$ cat src/rtl/xor_hash_checker_acc.sv
// Running XOR accumulator: clr loads zero and wins over en, which folds din in.
module xor_fold_acc #(
  parameter int W = 8
) (
  input  logic         clk,
  input  logic         rst,
  input  logic         clr,
  input  logic         en,
  input  logic [W-1:0] din,
  output logic [W-1:0] acc
);
  always_ff @(posedge clk) begin
    if (rst || clr) begin
      acc <= '0;
    end else if (en) begin
      acc <= acc ^ din;
    end
  end
endmodule

$ cat config.mk
export PLATFORM = sky130hd
export DESIGN_NAME = xor_fold_acc
export DESIGN_NICKNAME = d
export VERILOG_FILES = /design/src/rtl/xor_hash_checker_acc.sv
export SDC_FILE = /design/constraint.sdc
export NUM_CORES = 1
export LEC_CHECK = 0
export CAP_MARGIN = 40
export CORE_AREA = 5 5 42 44
export CTS_CLUSTER_DIAMETER = 50
export CTS_CLUSTER_SIZE = 12
export DETAILED_ROUTE_END_ITERATION = 16
export DIE_AREA = 0 0 47 49
export GPL_TIMING_DRIVEN = 0
export PLACE_DENSITY = 0.7
export SYNTH_ARGS = -nofsm -noshare
export SYNTH_HDL_FRONTEND = slang
export SYNTH_SLANG_ARGS = --single-unit
$ cat constraint.sdc
create_clock -name clk -period 1.1 [get_ports clk]
set_clock_uncertainty 0.1 [all_clocks]
set_input_delay 0.22 -clock clk [delete_from_list [all_inputs] [get_ports clk]]
set_output_delay 0.22 -clock clk [all_outputs]
set_load 0.005 [all_outputs]
After elaboration in Yosys (flattened, before gate mapping)
Index checks and enable logic that the tools add are counted.
- bits in registers: 8
- output and inout bits: 8
- bitwise logic cells: 1
- reduce and logical (&&, ||, !) cells: 1
- operators by type and width (operator ; number):
    8-bit bitwise XOR ; 1
    1-bit logical OR ; 1

Depth between registers and ports, before layout
Gate-level depths: netlist of run 1.
- word-level depth: 1
- gate-level depth with buffers: 4

Worst setup path before layout of run 1
No wires, ideal clock.
- path kind: input-to-reg
- start point: input en
- end point: register acc[3]
- arrival: 0.706 ns
- data required time: 0.934 ns
- slack: 0.228 ns
- cell stages on the path: 4
- buffers on the path: 2
- cell sequence: buf_6 > buf_8 > a21bo_1 > a21oi_2
- RTL lines (item ; line ; RTL):
    start: declaration ; 8 ; input logic en,
    end signal: assignment ; 16 ; acc <= acc ^ din;
    end: declaration ; 10 ; output logic [W-1:0] acc

Worst setup path in the final report of run 1
- start point: input clr
- end point: register acc[2]
- word-level cells in the longest chain between the ends: 1
- ends and longest elaborated chain (item ; line ; RTL):
    start: declaration ; 7 ; input logic clr,
    1-bit logical OR ; 13 ; if (rst || clr) begin
Every way passes these cells.
A chain may end at the register's enable or synchronous reset.

==> impl_metrics.yaml, run 1 <==
clocking:
  clk_path_buf_depth: 2
  worst_setup_hold_path_clk_slew_ns: 0.06
  number_of_h_tree_levels: 1
  insertion_delay_ns: 0.25
  cts_tree: "yes"
  cts_root_buffer: "clkbuf_4"
  postCtsHoldBufs: 0
  tritoncts.num_buffers: 3
  clock_sinks: 8
synth:
  synth_area_per_cell_sq_um: 10.70
  synthesis.nets: 48
  synthDominantAreaCellType: "dfxtp_1"
  synthesis.area_sq_um: 385.4
  yosysTopAreaCellShare_pct: 41.56
  netlist_instances: 36
  synth_seq_area_share_pct: 41.56
  yosysWarnings: 0
  synth.area.top_cells: "dfxtp_1 42%, a21bo_2 16%, nand3b_1 16%"
  synth.ff_latch_count: 8
  ys_types: 10
worst_setup_path:
  r2r-end: "acc[2]"
  worst_ep_required_time_ns: 1.18
  crit_slowest_cell: "clkdlybuf4s50_1"
  slowest_delay_ns: 0.39
  worstSetupEndpointType: "flop"
  timing.critical_path.fanout_max: 8
  worstPathCellList: "clkdlybuf4s50_1, or2_0, buf_2, a21oi_1"
  worst_setup_path_start_kind: "primary input"
  crit_family: "buffers and inverters"
  timing.reg2reg.worst_path_depth: 4
  reg2reg_from: "acc[2]"
  crit_end: "acc[2]"
  timing.setup.critical_path_class: "primary input to flop"
  worst_setup_path_startpoint: "clr"
  critPathBufInv: 2
  ff2ff_setup_slack_ns: 0.10
  crit_cells: 4
  cp_data_arrival_time_ns: 1.11
pwr:
  pwr_density_cell_nw_per_um2: 1053
  vdd_drop_max_uv: 544.4
  p_leak_nw: 0.2569
sta:
  finalHoldViolCount: 0
  setup-tns-final_ns: 0
  final_min_period_over_clock_period_pct: 93.65
  worst_hold_margin_ns: 0.1857
  worst-slew-pin-transition_ns: 0.1619
  unrepaired_setup_endpoints_after_global_routing: "no"
  timing.final.crit_period_ns: 1.030
  fmax_ghz: 0.9707
  maxSlewViolCount: 0
  timing.max_slew.rel_slack_pct: 89.20
  report.final.setup_viol: 0
cells_and_area:
  layout-drive-gt1-share_pct: 55.74
  final_util_pct: 43.39
  registers.top_by_ff_count: "acc"
  insertedDiodeCount: 0
  finish.cell_count_without_fillers: 77
  final_nets: 75
  largest_register_ffs: 8
  final_area_sq_um: 608.1
  largest_registers: "acc: 8 flops"
  synthToLayoutAreaGrowth_pct: 57.79
route:
  detailedRoute.firstIterationViolations: 7
  drtAntennaViolNets: 0
  vias_per_cell: 4.714
  route.vias.total: 363
  dr.pass1.iters: 4
  wl_per_cell_um: 10.91
  drt_wl_total_um: 840
  drc: 0
global_routing:
  gr-total-overflow: 0
  grt_pass1_vias: 298
  grt_max_degree: 11
  grtUsageTotal_pct: 7.904
  antenna_found_initial: 0
  first_pass_grt_wire_length_mm: 1.283
die:
  die_area_sq_um: 2303
  floorplan.die.height_um: 49
  initial_utilization_pct: 27.50
  die_width_um: 47
  floorplan.rows: 14
  ioPinCount: 20
  core_box_area_sq_um: 1401
placement:
  place_inst: 70
  detailed_place.area_sq_um: 585.6
  gpl_wtd_cong: 0.5735
  io_buffers: 18
run_status:
  run_status: "complete, no violations"
run:
  max_cap_viol_count: 0
min_path:
  hold_path.class: "primary input to flop"
## logic make-up (layout without fill, tap and decap cells)
kind of cell | count (synthesis) | after routing | synth area share, %
AOI/OAI and AO/OA | 16 | 16 | 33.12
buffers and inverters | 3 | 28 | 8.114
DFF | 8 | 8 | 41.56
and+or+nand+nor | 9 | 9 | 17.21
## through the flow
| stage | worst slack [ns] | power (mW) |
|---|---|---|
| after global placement | -0.1808 | 0.4239 |
| after CTS | 0.001770 | 0.6552 |
| final | 0.06980 | 0.6406 |
| after global routing | 0.02558 | 0.6886 |
| after floorplan | 0.2277 | 0.3602 |
| after detailed placement | -0.1917 | 0.4261 |
## worst reg2reg max path, cell delays in order (launching register included)
cell	delay, ns
dfxtp_2	0.31
buf_4	0.12
buf_4	0.12
nand3b_1	0.14
a21oi_1	0.14
## per-layer routing
| metal | part of all wire (%) | GRT usage (%) | vias up |
|---|---|---|---|
| li1 | - | - | 181 |
| met1 | 44 | 10.62 | 166 |
| met2 | 42 | 9.276 | 14 |
| met3 | 13 | 4.059 | 2 |
| met4 | 0.95 | 5.530 | 0 |
| met5 | 0 | 0 | - |
## cells in the mapped netlist
cell type / n
dfxtp_1: 8
nand3b_1: 8
a21bo_2: 6
a21oi_1: 6
a21bo_1: 2
a21oi_2: 2
buf_2: 1
buf_6: 1
buf_8: 1
or2_0: 1
## cell type report
type	count	area (sq um)
repair buffers	22	170.2
well taps	16	20.02
fillers	154	793.3
plain buffers	3	31.28
multi-input cells	25	193.9
clock buffers	3	22.52
flip-flops and latches	8	170.2
## what timing repair did
| action | CTS | global route |
|---|---|---|
| setup endpoints to repair | 8 | 5 |
| gates resized for setup | 35 | 5 |
| setup buffers | 3 | 1 |
## worst min-delay path by stage
stage            from  endpoint  slack (ns)  cells past startpoint
2_1_floorplan  din[0]    acc[0]        0.28                      2
3_3_place_gp   acc[6]    acc[6]        0.42                      2
3_5_place_dp   acc[5]    acc[5]        0.42                      2
4_1_cts            en    acc[1]        0.18                      3
5_1_grt            en    acc[2]        0.18                      3
6_report           en    acc[7]        0.19                      3
## layout by cell type, fill, tap and decap left out
cell type        count
buf_6                1
dfxtp_2              8
clkbuf_4             3
buf_2                9
a21oi_2              2
a21bo_2              6
clkdlybuf4s50_1     10
a21bo_1              2
nand3b_1             8
buf_8                1
or2_0                1
buf_4                4
a21oi_1              6
## report_power, final
part	switching [mW]	internal, mW	total [mW]	leakage (nW)
clock network	0.0980	0.125	0.223	0.0138
logic	0.0385	0.0730	0.111	0.174
registers	0.00476	0.302	0.306	0.0688
total	0.141	0.499	0.641	0.257
Note: power is estimated with default switching activity, not from simulation.
==> run 2, diff against run 1 <==
Settings changed: RECOVER_POWER set to 25, SLEW_MARGIN set to 20.
==> run 2 against run 1 <==
Largest power group unchanged. First-iteration DRC count unchanged. Largest cell class unchanged. Non-clock buffer count unchanged. Core utilization decreased by 0.36 points. Critical path depth unchanged. Final cell count unchanged. Highest routed layer unchanged.
==> impl_metrics.yaml, run 2 (same netlist as run 1, synthesis figures left out) <==
run_status:
  run_status: "complete, no violations"
route:
  detailedRoute.firstIterationViolations: 7
  top_layer: "met4"
  wl_met2_um: 353
  drt_wl_total_um: 840
  vias_per_cell: 4.714
  wl_per_cell_um: 10.91
  detailroute.wirelength.met3_um: 105
  route.vias.total: 363
  drc: 0
  dr.pass1.iters: 4
  drtAntennaViolNets: 0
  detail_route.wirelength.met1_um: 373
global_routing:
  gr-total-overflow: 0
  first_pass_grt_wire_length_mm: 1.283
  grt_pass1_vias: 298
  grt_max_degree: 11
  grtUsageTotal_pct: 7.904
  antenna_found_initial: 0
sta:
  fmax_ghz: 0.9719
  worst_hold_margin_ns: 0.1864
  timing.final.crit_period_ns: 1.029
  report.final.setup_viol: 0
  timing.max_slew.rel_slack_pct: 89.20
  unrepaired_setup_endpoints_after_global_routing: "no"
  finalHoldViolCount: 0
  worst-slew-pin-transition_ns: 0.1619
  final_min_period_over_clock_period_pct: 93.54
  maxSlewViolCount: 0
  setup-tns-final_ns: 0
worst_setup_path:
  worst_ep_required_time_ns: 1.18
  worst_setup_path_start_kind: "primary input"
  timing.critical_path.fanout_max: 8
  reg2reg_from: "acc[2]"
  worst_setup_path_startpoint: "clr"
  timing.setup.critical_path_class: "primary input to flop"
  worstSetupEndpointType: "flop"
  cp_data_arrival_time_ns: 1.10
min_path:
  min_from: "en"
  hold_path.class: "primary input to flop"
cells_and_area:
  layout-drive-gt1-share_pct: 49.18
  synthToLayoutAreaGrowth_pct: 56.49
  final_util_pct: 43.04
  layout_common_cells: "10 x clkdlybuf4s50_1, 9 x buf_2, 8 x nand3b_1, 6 x a21bo_2, 6 x a21oi_1"
  final_common_cell: "clkdlybuf4s50_1"
  largest_register_ffs: 8
  final_nets: 75
  final.fill_count: 157
  registers.top_by_ff_count: "acc"
  finish.cell_count_without_fillers: 77
  insertedDiodeCount: 0
  largest_registers: "acc: 8 flops"
die:
  die_area_sq_um: 2303
  ioPinCount: 20
  floorplan.rows: 14
  initial_utilization_pct: 27.50
  floorplan.die.height_um: 49
  die_width_um: 47
  core_box_area_sq_um: 1401
placement:
  gpl_wtd_cong: 0.5735
  io_buffers: 18
  place_inst: 70
pwr:
  vdd_drop_max_uv: 544.3
  p_leak_nw: 0.2551
  pwr_density_cell_nw_per_um2: 1061
clocking:
  clk_path_buf_depth: 2
  tritoncts.num_buffers: 3
  cts_root_buffer: "clkbuf_4"
  clock_sinks: 8
  postCtsHoldBufs: 0
  number_of_h_tree_levels: 1
  cts_tree: "yes"
  worst_setup_hold_path_clk_slew_ns: 0.06
  insertion_delay_ns: 0.25
run:
  max_cap_viol_count: 0
==> run 2: path summary, 6_finish.rpt <==
| check | to | slack [ns] | cells after the start |
|---|---|---|---|
| min | acc[0] | 0.19 | 3 |
| min reg2reg | acc[5] | 0.41 | 2 |
| max | acc[1] | 0.07 | 4 |
| max reg2reg | acc[2] | 0.11 | 4 |
==> run 2: critical path, stage by stage <==
cell and delay, ns:
clkdlybuf4s50_1 0.39, or2_0 0.21, buf_2 0.17, a21oi_1 0.12
==> run 2: metal layers <==
| metal | up-vias | GRT usage (%) |
|---|---|---|
| met3 | 2 | 4.059 |
| met4 | 0 | 5.530 |
| li1 | 181 | - |
| met1 | 166 | 10.62 |
| met2 | 14 | 9.276 |
| met5 | - | 0 |
==> run 2: metrics by stage <==
stage                     cell area (sq um)  total power [mW]  worst slack [ns]
after floorplan                       385.4            0.3602            0.2277
after global placement                585.6            0.4239           -0.1808
after detailed placement              585.6            0.4261           -0.1917
after CTS                             631.9            0.6552          0.001770
after global routing                  603.1            0.6876           0.03073
final                                 603.1            0.6397           0.07106
==> run 2: power breakdown <==
group	switching [mW]	leakage, nW	internal [mW]
Clock	0.0980	0.0138	0.125
Sequential	0.00476	0.0670	0.301
Combinational	0.0385	0.174	0.0729
Total	0.141	0.255	0.498
==> run 2: area by class of cell <==
| type | instances | area [sq um] | share of cell area [%] |
|---|---|---|---|
| repair buffers | 22 | 170.2 | 28.22 |
| flip-flops and latches | 8 | 165.2 | 27.39 |
| plain buffers | 3 | 31.28 | 5.187 |
| multi-input cells | 25 | 193.9 | 32.16 |
| clock buffers | 3 | 22.52 | 3.734 |
| well taps | 16 | 20.02 | 3.320 |
==> run 2: what timing repair did <==
| item | CTS | global route |
|---|---|---|
| endpoints found under the setup margin | 8 | 5 |
| setup buffers | 3 | 1 |
| resized for setup | 35 | 5 |
==> run 3, diff against run 2 <==
Settings changed: ABC_AREA set to 1, PLACE_DENSITY 0.7 to 0.67.
Clock period 1.1 ns to 1 ns, I/O delays scaled along.
==> run 3 against run 2 <==
Setup slack got worse by 0.056 ns. Routed wire length grew 7.7%. Sequential share of layout area shrank 0.67 points. Area after synthesis is 7.5% lower. Critical path depth fell by 3. Core utilization grew 2.4 points. Flip-flop and latch count did not move. Clock power up 9%. Non-clock buffer count up 3. Critical path type is now flop to primary output.
==> impl_metrics.yaml, run 3 <==
cells_and_area:
  final_area_sq_um: 636.9
  layout-drive-gt1-share_pct: 44.44
  largest_registers: "acc: 8 flops"
  largest_register_ffs: 8
  registers.top_by_ff_count: "acc"
  insertedDiodeCount: 0
  final_nets: 86
  synthToLayoutAreaGrowth_pct: 78.60
  final_util_pct: 45.45
  final_common_cell: "clkdlybuf4s50_1"
synth:
  synth.ff_latch_count: 8
  synthDominantAreaCellType: "dfxtp_1"
  synth-compound-area-share_pct: 11.23
  synthesis.area_sq_um: 356.6
  synthesis.nets: 55
  synth_seq_area_share_pct: 44.91
  ys_top_cells_by_count: "8 x a21oi_1, 8 x dfxtp_1, 8 x nand2_1, 8 x nor2_1, 6 x nand3_1"
  synth.area.top_cells: "dfxtp_1 45%, a21oi_1 11%, nand3_1 8.4%"
  synth-simple-area-share_pct: 36.49
  yosysWarnings: 0
  number_of_enable_type_register_cells_in_the_synthesized_netlist: 0
  ys_types: 9
  yosysTopAreaCellShare_pct: 44.91
  synthFlopType: "dfxtp_1"
  combinational_family_with_the_most_area_after_synthesis: "simple AND/OR/NAND/NOR gates"
  synth_area_per_cell_sq_um: 8.293
  netlist_instances: 43
  synthXorXnorAreaFrac_pct: 0
  share_of_synthesized_area_spent_on_multiplexers_pct: 0
  async_reset_ff_share_pct: 0
  yosys.area_share.adder_pct: 0
route:
  top_layer: "met4"
  detail_route.wirelength.met1_um: 375
  drtAntennaViolNets: 0
  drt_wl_total_um: 905
  drc: 0
  detailroute.wirelength.met3_um: 82
  vias_per_cell: 4.534
  route.vias.total: 399
  dr.pass1.iters: 3
  detailedRoute.firstIterationViolations: 4
  wl_met2_um: 424
  wl_per_cell_um: 10.28
die:
  initial_utilization_pct: 25.45
  die_width_um: 47
  floorplan.die.height_um: 49
  floorplan.rows: 14
  ioPinCount: 20
  die_area_sq_um: 2303
  core_box_area_sq_um: 1401
worst_setup_path:
  critPathBufInv: 1
  timing.critical_path.fanout_max: 2
  reg2reg_from: "acc[2]"
  worstPathCellList: "buf_6"
  r2r-end: "acc[2]"
  timing.setup.critical_path_class: "flop to primary output"
  ff2ff_setup_slack_ns: 0.17
  worst_ep_required_time_ns: 0.70
  cp_data_arrival_time_ns: 0.69
  crit_family: "flip-flops"
  slowest_delay_ns: 0.33
  worst_setup_path_start_kind: "flop"
  crit_slowest_cell: "dfxtp_2"
  timing.reg2reg.worst_path_depth: 4
  worstSetupEndpointType: "primary output"
sta:
  setup-tns-final_ns: 0
  report.final.setup_viol: 0
  fmax_ghz: 1.015
  worst-slew-pin-transition_ns: 0.2003
  timing.max_slew.rel_slack_pct: 86.62
  maxSlewViolCount: 0
  final_min_period_over_clock_period_pct: 98.53
  unrepaired_setup_endpoints_after_global_routing: "yes"
  finalHoldViolCount: 0
  worst_hold_margin_ns: 0.1389
  timing.final.crit_period_ns: 0.9853
global_routing:
  grtUsageTotal_pct: 8.263
  first_pass_grt_wire_length_mm: 1.352
  grt_max_degree: 11
  gr-total-overflow: 0
  grt_pass1_vias: 330
  antenna_found_initial: 0
min_path:
  worst_hold_endpoint: "acc[6]"
  hold_path.class: "primary input to flop"
  min_from: "en"
  holdPathStages: 4
placement:
  io_buffers: 18
  detailed_place.area_sq_um: 556.8
  gpl_wtd_cong: 0.5919
  post_dp_hpwl_um: 601.5
run:
  max_cap_viol_count: 0
clocking:
  worst_setup_hold_path_clk_slew_ns: 0.05
  clock_sinks: 8
  number_of_h_tree_levels: 1
  clk_path_buf_depth: 2
  cts_tree: "yes"
  postCtsHoldBufs: 0
  insertion_delay_ns: 0.25
  tritoncts.num_buffers: 3
  cts_root_buffer: "clkbuf_4"
run_status:
  run_status: "complete, no violations"
pwr:
  p_leak_nw: 0.2870
  totalPowerFinal_mw: 0.7239
  pwr_density_cell_nw_per_um2: 1137
  vdd_drop_max_uv: 765.0
[run 3: worst max-delay path by stage]
stage                      start     end  depth (start not counted)
after floorplan               en  acc[0]                          4
after global placement       clr  acc[5]                          4
after detailed placement     clr  acc[3]                          4
after CTS                 acc[2]  acc[2]                          1
after global routing      acc[3]  acc[3]                          1
final                     acc[2]  acc[2]                          1
[run 3: worst register-to-register path: cells and delay by family (launching register included)]
| kind | cells | cell delay [ns] |
|---|---|---|
| DFF | 1 | 0.34 |
| buffers and inverters | 1 | 0.11 |
| and+or+nand+nor | 3 | 0.18 |
[run 3: final cells by class]
type,instances,area (sq um)
clock buffer,3,22.52
sequential,8,170.2
tap,16,20.02
fill,150,764.5
buffer,2,26.28
multi-input combinational,33,170.2
timing repair buffer,26,227.7
[run 3: cell families after synthesis]
| logic type | after synthesis |
|---|---|
| flops | 8 |
| compound gates | 8 |
| buf+inv | 2 |
| simple gates | 25 |
[run 3: power by group]
part / switching, mW / internal, mW / total [mW]
sequential: 0.00642 / 0.333 / 0.339
combinational: 0.0549 / 0.0879 / 0.143
clock: 0.105 / 0.137 / 0.242
[run 3: per-layer routing]
| metal | global-route usage (%) | up-vias |
|---|---|---|
| met4 | 5.530 | 0 |
| met1 | 10.42 | 174 |
| met3 | 3.321 | 4 |
| li1 | - | 207 |
| met5 | 0 | - |
| met2 | 11.09 | 14 |
[run 3: stage by stage]
step	worst slack, ns	std cells
after global placement	-0.1862	77
after detailed placement	-0.2122	77
after floorplan	0.1947	43
final	0.01469	88
after CTS	0.007116	88
after global routing	-0.01120	88
[run 3: repair_timing]
action | in CTS | in global routing
pin swaps | 0 | 1
setup buffers | 8 | 0
resized for setup | 40 | 5
endpoints found under the setup margin | 8 | 10
